## src/rtl/ball_ctrl_if.sv

```systemverilog
// Ball link between ball_ctrl (master: drives en/vector) and pos_ball (slave: returns pos).
interface ball_ctrl_if #(
    parameter int unsigned BIT_OF_WIDTH = 3
);
    logic                      en;
    logic [3:0]                vector;
    logic [2*BIT_OF_WIDTH-1:0] pos;

    modport master (output en, output vector, input pos);
    modport slave  (input en, input vector, output pos);
endinterface

```

## src/rtl/ball_ctrl.sv

```systemverilog
// Pong ball motion controller: paces steps, bounces off walls/paddles, scores and sequences the game.
// Optional macro BALL_CTRL_SPEEDUP_EN: each paddle hit shortens the step period (floor 3) until the next point.
module ball_ctrl #(
    parameter int unsigned WIDTH        = 8,
    parameter int unsigned BIT_OF_WIDTH = 3,
    parameter int unsigned TICK_DIV     = 8,
    parameter int unsigned PADDLE_LEN   = 3,
    parameter int unsigned WIN_SCORE    = 9
) (
    input  logic                    clk,
    input  logic                    rst,
    input  logic                    start,
    ball_ctrl_if.master             bus,
    input  logic [BIT_OF_WIDTH-1:0] paddle_l_y,
    input  logic [BIT_OF_WIDTH-1:0] paddle_r_y,
    output logic                    point_l,
    output logic                    point_r,
    output logic [3:0]              score_l,
    output logic [3:0]              score_r,
    output logic                    game_over
);
    localparam int unsigned BW    = BIT_OF_WIDTH;
    localparam int unsigned SPANW = BIT_OF_WIDTH + 1;
    localparam int unsigned CNT_W = $clog2(TICK_DIV);
    localparam int unsigned SCW   = 4;

    localparam logic [1:0]       MOVE_HOLD = 2'b00;
    localparam logic [1:0]       MOVE_POS  = 2'b01;
    localparam logic [1:0]       MOVE_NEG  = 2'b11;
    localparam logic [BW-1:0]    EDGE_LO   = BW'(0);
    localparam logic [BW-1:0]    EDGE_HI   = BW'(WIDTH - 1);
    localparam logic [BW-1:0]    COL_L_IN  = BW'(1);
    localparam logic [BW-1:0]    COL_R_IN  = BW'(WIDTH - 2);
    localparam logic [SCW-1:0]   WIN       = SCW'(WIN_SCORE);
    localparam logic [CNT_W-1:0] LAST_INIT = CNT_W'(TICK_DIV - 1);

    typedef enum logic [1:0] {IDLE, PLAY, SCORE, OVER} state_t;

    state_t           state, state_nxt;
    logic [CNT_W-1:0] cnt, cnt_nxt;
    logic [CNT_W-1:0] last;
    logic [1:0]       dx, dx_nxt, dy, dy_nxt;
    logic             serve_pos, serve_pos_nxt;
    logic [SCW-1:0]   score_l_nxt, score_r_nxt;
    logic             en_nxt, game_over_nxt, point_l_nxt, point_r_nxt;
    logic [3:0]       vector_nxt;
    logic [BW-1:0]    x, y;
    logic             step;

`ifdef BALL_CTRL_SPEEDUP_EN
    localparam logic [CNT_W-1:0] LAST_FLOOR = CNT_W'(2);
    logic [CNT_W-1:0] last_nxt;
`else
    assign last = LAST_INIT;
`endif

    assign x    = bus.pos[2*BW-1:BW];
    assign y    = bus.pos[BW-1:0];
    assign step = (cnt == last);

    // Paddle covers top..top+PADDLE_LEN-1, bottom clamped to the last row.
    function automatic logic on_paddle(input logic [BW-1:0] top, input logic [BW-1:0] row);
        logic [SPANW-1:0] bottom;
        bottom = SPANW'(top) + SPANW'(PADDLE_LEN - 1);
        if (bottom > SPANW'(WIDTH - 1)) begin
            bottom = SPANW'(WIDTH - 1);
        end
        return (row >= top) && (SPANW'(row) <= bottom);
    endfunction

    // Next-state and next-output logic.
    always_comb begin
        state_nxt     = state;
        cnt_nxt       = cnt;
        dx_nxt        = dx;
        dy_nxt        = dy;
        serve_pos_nxt = serve_pos;
        score_l_nxt   = score_l;
        score_r_nxt   = score_r;
        vector_nxt    = 4'b0000;
        point_l_nxt   = 1'b0;
        point_r_nxt   = 1'b0;
`ifdef BALL_CTRL_SPEEDUP_EN
        last_nxt      = last;
`endif
        case (state)
            IDLE: begin
                if (start) begin
                    state_nxt = PLAY;
                    cnt_nxt   = '0;
                    dx_nxt    = serve_pos ? MOVE_POS : MOVE_NEG;
                    dy_nxt    = MOVE_POS;
                end
            end
            PLAY: begin
                cnt_nxt = cnt + CNT_W'(1);
                if (step) begin
                    cnt_nxt = '0;
                    if (x == EDGE_LO) begin
                        state_nxt     = SCORE;
                        point_r_nxt   = 1'b1;
                        score_r_nxt   = score_r + SCW'(1);
                        serve_pos_nxt = 1'b1;
`ifdef BALL_CTRL_SPEEDUP_EN
                        last_nxt      = LAST_INIT;
`endif
                    end else if (x == EDGE_HI) begin
                        state_nxt     = SCORE;
                        point_l_nxt   = 1'b1;
                        score_l_nxt   = score_l + SCW'(1);
                        serve_pos_nxt = 1'b0;
`ifdef BALL_CTRL_SPEEDUP_EN
                        last_nxt      = LAST_INIT;
`endif
                    end else begin
                        // Wall and paddle reflections may both apply in one step.
                        if (y == EDGE_LO && dy == MOVE_NEG) begin
                            dy_nxt = MOVE_POS;
                        end else if (y == EDGE_HI && dy == MOVE_POS) begin
                            dy_nxt = MOVE_NEG;
                        end
                        if (x == COL_L_IN && dx == MOVE_NEG && on_paddle(paddle_l_y, y)) begin
                            dx_nxt = MOVE_POS;
`ifdef BALL_CTRL_SPEEDUP_EN
                            if (last > LAST_FLOOR) last_nxt = last - CNT_W'(1);
`endif
                        end else if (x == COL_R_IN && dx == MOVE_POS && on_paddle(paddle_r_y, y)) begin
                            dx_nxt = MOVE_NEG;
`ifdef BALL_CTRL_SPEEDUP_EN
                            if (last > LAST_FLOOR) last_nxt = last - CNT_W'(1);
`endif
                        end
                        vector_nxt = {dx_nxt, dy_nxt};
                    end
                end
            end
            SCORE: begin
                state_nxt = (score_l == WIN || score_r == WIN) ? OVER : IDLE;
            end
            OVER: begin
                if (start) begin
                    state_nxt     = IDLE;
                    score_l_nxt   = '0;
                    score_r_nxt   = '0;
                    serve_pos_nxt = 1'b1;
                end
            end
            default: state_nxt = IDLE;
        endcase
        en_nxt        = (state_nxt == PLAY);
        game_over_nxt = (state_nxt == OVER);
    end

    // State, datapath and registered outputs.
    always_ff @(posedge clk) begin
        if (rst) begin
            state      <= IDLE;
            cnt        <= '0;
            dx         <= MOVE_HOLD;
            dy         <= MOVE_HOLD;
            serve_pos  <= 1'b1;
            score_l    <= '0;
            score_r    <= '0;
            bus.en     <= 1'b0;
            bus.vector <= 4'b0000;
            point_l    <= 1'b0;
            point_r    <= 1'b0;
            game_over  <= 1'b0;
`ifdef BALL_CTRL_SPEEDUP_EN
            last       <= LAST_INIT;
`endif
        end else begin
            state      <= state_nxt;
            cnt        <= cnt_nxt;
            dx         <= dx_nxt;
            dy         <= dy_nxt;
            serve_pos  <= serve_pos_nxt;
            score_l    <= score_l_nxt;
            score_r    <= score_r_nxt;
            bus.en     <= en_nxt;
            bus.vector <= vector_nxt;
            point_l    <= point_l_nxt;
            point_r    <= point_r_nxt;
            game_over  <= game_over_nxt;
`ifdef BALL_CTRL_SPEEDUP_EN
            last       <= last_nxt;
`endif
        end
    end

endmodule

```

## src/flat_wrapper.sv

```systemverilog
// flat-port wrapper written by rule: the top's interface ports become plain ports
module ball_ctrl_flat 
#(
    parameter int unsigned WIDTH        = 8,
    parameter int unsigned BIT_OF_WIDTH = 3,
    parameter int unsigned TICK_DIV     = 8,
    parameter int unsigned PADDLE_LEN   = 3,
    parameter int unsigned WIN_SCORE    = 9
)
  (clk, rst, start, paddle_l_y, paddle_r_y, point_l, point_r, score_l, score_r, game_over, bus_en, bus_vector, bus_pos);
  ball_ctrl_if #(.BIT_OF_WIDTH(BIT_OF_WIDTH)) bus_i ();
  input  logic clk;
  input  logic rst;
  input  logic start;
  input  logic [BIT_OF_WIDTH-1:0] paddle_l_y;
  input  logic [BIT_OF_WIDTH-1:0] paddle_r_y;
  output logic point_l;
  output logic point_r;
  output logic [3:0] score_l;
  output logic [3:0] score_r;
  output logic game_over;
  output wire logic [$bits(bus_i.en)-1:0] bus_en;
  output wire logic [$bits(bus_i.vector)-1:0] bus_vector;
  input wire logic [$bits(bus_i.pos)-1:0] bus_pos;
  assign bus_en = bus_i.en;
  assign bus_vector = bus_i.vector;
  assign bus_i.pos = bus_pos;
  ball_ctrl #(.WIDTH(WIDTH), .BIT_OF_WIDTH(BIT_OF_WIDTH), .TICK_DIV(TICK_DIV), .PADDLE_LEN(PADDLE_LEN), .WIN_SCORE(WIN_SCORE)) u_core (.clk(clk), .rst(rst), .start(start), .bus(bus_i), .paddle_l_y(paddle_l_y), .paddle_r_y(paddle_r_y), .point_l(point_l), .point_r(point_r), .score_l(score_l), .score_r(score_r), .game_over(game_over));
endmodule
```

## config.mk

```make
export PLATFORM = sky130hd
export DESIGN_NAME = ball_ctrl_flat
export DESIGN_NICKNAME = d
export VERILOG_FILES = /design/src/rtl/ball_ctrl_if.sv /design/src/rtl/ball_ctrl.sv /design/src/flat_wrapper.sv
export SDC_FILE = /design/constraint.sdc
export NUM_CORES = 1
export LEC_CHECK = 0
export BUFFER_PORTS_ARGS = -buffer_cell sky130_fd_sc_hd__buf_2
export CORE_MARGIN = 1
export CORE_UTILIZATION = 50
export CTS_CLUSTER_DIAMETER = 100
export CTS_CLUSTER_SIZE = 40
export DETAILED_ROUTE_END_ITERATION = 8
export PLACE_DENSITY = 0.8
export SYNTH_ARGS = -nofsm -noshare
export SYNTH_HDL_FRONTEND = slang
export SYNTH_SLANG_ARGS = --single-unit
```

## constraint.sdc

```tcl
create_clock -name clk -period 4.4 [get_ports clk]
set_clock_uncertainty 0.2 [all_clocks]
set_input_delay 0.66 -clock clk [delete_from_list [all_inputs] [get_ports clk]]
set_output_delay 0.66 -clock clk [all_outputs]
set_load 0.01 [all_outputs]
```

* Word-level counts from Yosys, hierarchy flattened
Cells that the tools add are included. W data, S select, Z words.
Cells by class: add/subtract/negate cells 5, $lt $le $gt $ge 6, eq/ne operators 24, multiplexer cells 51, bitwise gates (word level) 2, reduce and logical (&&, ||, !) cells 22
Operators with widths (count):
- $mux W4 | 17
- $mux W2 | 19
- $pmux W4 S2 | 2
- $eq A3 B3 Y1 const B | 4
- $eq A2 B2 Y1 const B | 5
- $reduce_and A5 Y1 | 2
- $add A3 B2 Y4 const B | 2
- $add A4 B1 Y4 const B | 2
- $eq A2 B1 Y1 const B | 4
- $eq A4 B4 Y1 const B | 2
- $gt A4 B3 Y1 const B | 2
- $le A3 B4 Y1 | 2
- $logic_and A1 B1 Y1 | 8
- $ne A2 B2 Y1 const B | 4
- $pmux W2 S2 | 2
- $pmux W2 S4 | 1
- $reduce_and A4 Y1 | 2
- $ge A3 B3 Y1 | 2
- $logic_not A3 Y1 | 2
- $mux W1 | 6
- $mux W3 | 2
- $ne A2 B1 Y1 const B | 3
- $pmux W3 S2 | 1
- $reduce_or A5 Y1 | 1
- other kinds (11) | 13
Storage, ports and cells: register bits 26, output and inout port bits 16, word-level logic and storage cells 122

* Logic depth before layout (Yosys ltp)
depth after elaboration 24, mapped depth 8, mapped depth without buffers 8

* Worst setup path before layout
No wires, ideal clock.
path type input port to flip-flop, start point input paddle_r_y[1], end point register u_core.dx[1], library setup time 0.086 ns, arrival 1.826 ns, path slack 2.288 ns, cell stages on the path 7, path through inv_1 -> nor2_1 -> ha_1 -> a211o_1 -> a211oi_1 -> o211ai_1 -> a211oi_1
On the way: cells in the longest elaborated chain, start to end 17, elaborated cells between the ends (all ways) 18
RTL lines:
- start, declared | line flat_wrapper.sv:16 | input logic [BIT_OF_WIDTH-1:0] paddle_r_y;
- $add A3 B2 Y4 | line ball_ctrl.sv:64 | bottom = SPANW'(top) + SPANW'(PADDLE_LEN - 1);
- $gt A4 B3 Y1 | line ball_ctrl.sv:65 | if (bottom > SPANW'(WIDTH - 1)) begin
- $mux W4 | line ball_ctrl.sv:65
- $mux W4 | line ball_ctrl.sv:122 | if (x == COL_L_IN && dx == MOVE_NEG && on_paddle(paddle_l_y, y)) begin
- $mux W4 | line ball_ctrl.sv:107 | end else if (x == EDGE_HI) begin
- $mux W4 | line ball_ctrl.sv:99 | if (x == EDGE_LO) begin
- $mux W4 | line ball_ctrl.sv:97 | if (step) begin
- $mux W4 | line ball_ctrl.sv:86 | case (state)
- $le A3 B4 Y1 | line ball_ctrl.sv:68 | return (row >= top) && (SPANW'(row) <= bottom);
- $logic_and A1 B1 Y1 (*) | line ball_ctrl.sv:68
- $logic_and A1 B1 Y1 (*) | line ball_ctrl.sv:127 | end else if (x == COL_R_IN && dx == MOVE_POS && on_paddle(paddle_r_y, y)) begin
- $mux W2 (*) | line ball_ctrl.sv:127
- $mux W2 (*) | line ball_ctrl.sv:122
- $mux W2 (*) | line ball_ctrl.sv:107
- $mux W2 (*) | line ball_ctrl.sv:99
- $mux W2 (*) | line ball_ctrl.sv:97
- $pmux W2 S2 (*) | line ball_ctrl.sv:86
- end signal, assigned | line ball_ctrl.sv:175 | dx <= dx_nxt;
- end, declared | line ball_ctrl.sv:42 | logic [1:0] dx, dx_nxt, dy, dy_nxt;
Mark *: on every way between the ends. The rest lies on a longest branch, timed or not. The select of a mux whose other input is x is not followed. A chain may end at the register's enable or synchronous reset.

* Worst setup path in the final report
start point register u_core.state[0], end point register u_core.dx[1]
On the way: cells in the longest elaborated chain, start to end 3, elaborated cells between the ends (all ways) 9
RTL lines:
- start, declared | line ball_ctrl.sv:39 | state_t state, state_nxt;
- start signal, assigned | line ball_ctrl.sv:173 | state <= state_nxt;
- $eq A2 B1 Y1 / $logic_not A2 Y1 (equally long branches) | line ball_ctrl.sv:86
- $ne A2 B2 Y1 (no line) (tied with other cells)
- $reduce_and A5 Y1 (no line)
Several ways; a longest one is shown, not always the timed one.

==> metrics.yaml <==
status: "completed"
portBuffers: 30
cts.sinks: 26
final_layout_size_suffix_gt1_share_pct: 20.3
clkLatencyLatePin_ps: 330
fin_ws_ps: 2200
syn2layout_area_growth_pct: 13.4
fin_crit_ps: 2200
syn_area_sq_mm: 0.00145
hp-class: "flip-flop to flip-flop"
cts_tree: "yes"
pre_cts_slack_ps: 1980
stdcell_area_sq_mm: 0.00165
p_per_area_mw_per_mm2: 260
overflow: 0
gp_congestion: 0.782
final_max_slew_viol_count: 0
ys_warn_count: 0
slowest_delay_ps: 690
async_flop_share_pct: 0
diodes: 0
dp_cells: 224
ys.flop_type: "dfxtp_1"
core_sq_mm: 0.00276
wire_per_inst_microns: 12.7
path_clk_slew_ps: 130
initial_core_util_pct: 52.6
fp.dieW_microns: 55.9
avgSynthCellArea_sq_um: 8.54
grt_max_degree: 20
cp-start-kind: "flip-flop"
crit_buf_inv: 0
grt_pass1_wl_microns: 5030
finalSetupViolCount: 0
yosysUniqueCellTypes: 34
slew-limit-headroom_pct: 47.1
ys_seq_elements: 26
grt_setup_unrepaired: "false"
ant_nets: 0
nNetsFinal: 231
path_delay_family: "simple AND/OR/NAND/NOR gates"
n_fill_cell: 273
drtIter0Drc: 40
cts_buffer_depth: 2
cp_cell_sequence: "nor2b_1, nand2_1, nor2_1, nor3_1, a211oi_1"
netlist_instances: 170
cts_buffers: 3
layout_commonest_cell: "buf_2"
postCtsHoldBufs: 0
hold_viol: 0
fin_crit_sh_pct: 49.9
crit_fanout: 9
place_area_sq_mm: 0.00161
fp-row-count: 19
setup-tns-final_ps: 0
maxCapViolCount: 0
syn_nets: 203
synth_edf_count: 0
dr.pass1.iters: 4
seq_area_frac_synth_pct: 35.9
cts_resized: 0
grt_pass1_vias: 1192
drt-total-wl_microns: 2900
hpwl_microns: 2300
drc: 0
crit_type: "flip-flop to flip-flop"
cpMaxStageDelayCell: "nor2b_1"
die_h_microns: 55.9
clockRootBuffer: "clkbuf_4"
worst_slew_pin_slew_ps: 792
crit_required_ps: 4460
endpoint_kind: "flip-flop"
cts_setup_buffers: 0
ioPinCount: 31
fmax_mhz: 455
cp.arrival_ps: 2250
ir_worst_vdd_v: 0.000188
mostFrequentLayoutCells: "30 x buf_2, 26 x nor2_1, 26 x dfxtp_1"
power.leakage_nw: 0.766
ctsHtreeMaxLevel: 1
antenna_found_initial: 0
stdcell_count: 228
dieArea_sq_mm: 0.00312
drt-vias-per-instance: 5.59
via_count: 1274
grt_usage_pct: 20.2
hold_slack_ps: 294
## metal layers
layer / track usage (%) / wire (microns) / vias up
met3: 2.33 / 80 / 10
met2: 37.2 / 1430 / 30
met1: 23.2 / 1320 / 580
met4: 9.41 / 75 / 0
li1: - / - / 654
met5: 0 / 0 / -
## synth_stat cells (all sizes together) (6+ instances only)
library cell | instances | share of area, %
a211oi | 6 | 4.3
a21oi | 11 | 3.8
dfxtp | 26 | 36
ha | 18 | 16
inv | 10 | 2.6
nand2 | 11 | 2.8
nand3 | 6 | 2.1
nor2 | 26 | 6.7
nor3 | 6 | 2.1
## per-stage QoR
| stage | power, mW | utilization, % |
|---|---|---|
| after CTS | 0.429 | 59.7 |
| after detailed placement | 0.313 | 58.4 |
| after global placement | 0.308 | 58.4 |
| after global routing | 0.447 | 59.7 |
| after floorplan | 0.291 | - |
| final | 0.428 | 59.7 |
## sequential cells by signal, indices dropped and copies added (netlist names), 2 cells and up
register,cells
u_core.score_l,4
u_core.score_r,4
u_core.cnt,3
u_core.dx,2
u_core.state,2
u_core.bus.vector,4
u_core.dy,2
## cells by family after synthesis
kind of cell	share of synthesized area [%]
multiplexers	1.38
flip-flops	35.9
buffers and inverters	4.65
adder cells (fa/ha/maj)	15.5
AND/OR/NAND/NOR	20.9
AO/OA/AOI/OAI	18.7
XOR/XNOR	3.02
## layout make-up
type / instances / area [sq um] / area share [%]
clock buffers: 4 / 36.3 / 2.20
inverters: 10 / 37.5 / 2.28
multi-input cells: 127 / 863 / 52.4
flip-flops and latches: 26 / 520 / 31.6
well taps: 31 / 38.8 / 2.36
repair buffers: 30 / 150 / 9.12
## report_power, final
group          internal [mW]  leakage, nW  switching [mW]
Clock                 0.0507       0.0210          0.0686
Combinational         0.0251        0.534          0.0378
Sequential             0.240        0.211         0.00499
## worst paths after layout
check	from	end	slack [ps]	cells after the start
max	u_core.state[0]$_SDFF_PP0_	u_core.dx[1]$_SDFFE_PP0P_	2200	5
min reg2reg	u_core.serve_pos$_SDFFE_PP1P_	u_core.serve_pos$_SDFFE_PP1P_	290	1
min	u_core.serve_pos$_SDFFE_PP1P_	u_core.serve_pos$_SDFFE_PP1P_	290	1
max reg2reg	u_core.state[0]$_SDFF_PP0_	u_core.dx[1]$_SDFFE_PP0P_	2200	5
Power figures use the tool's default switching activity.
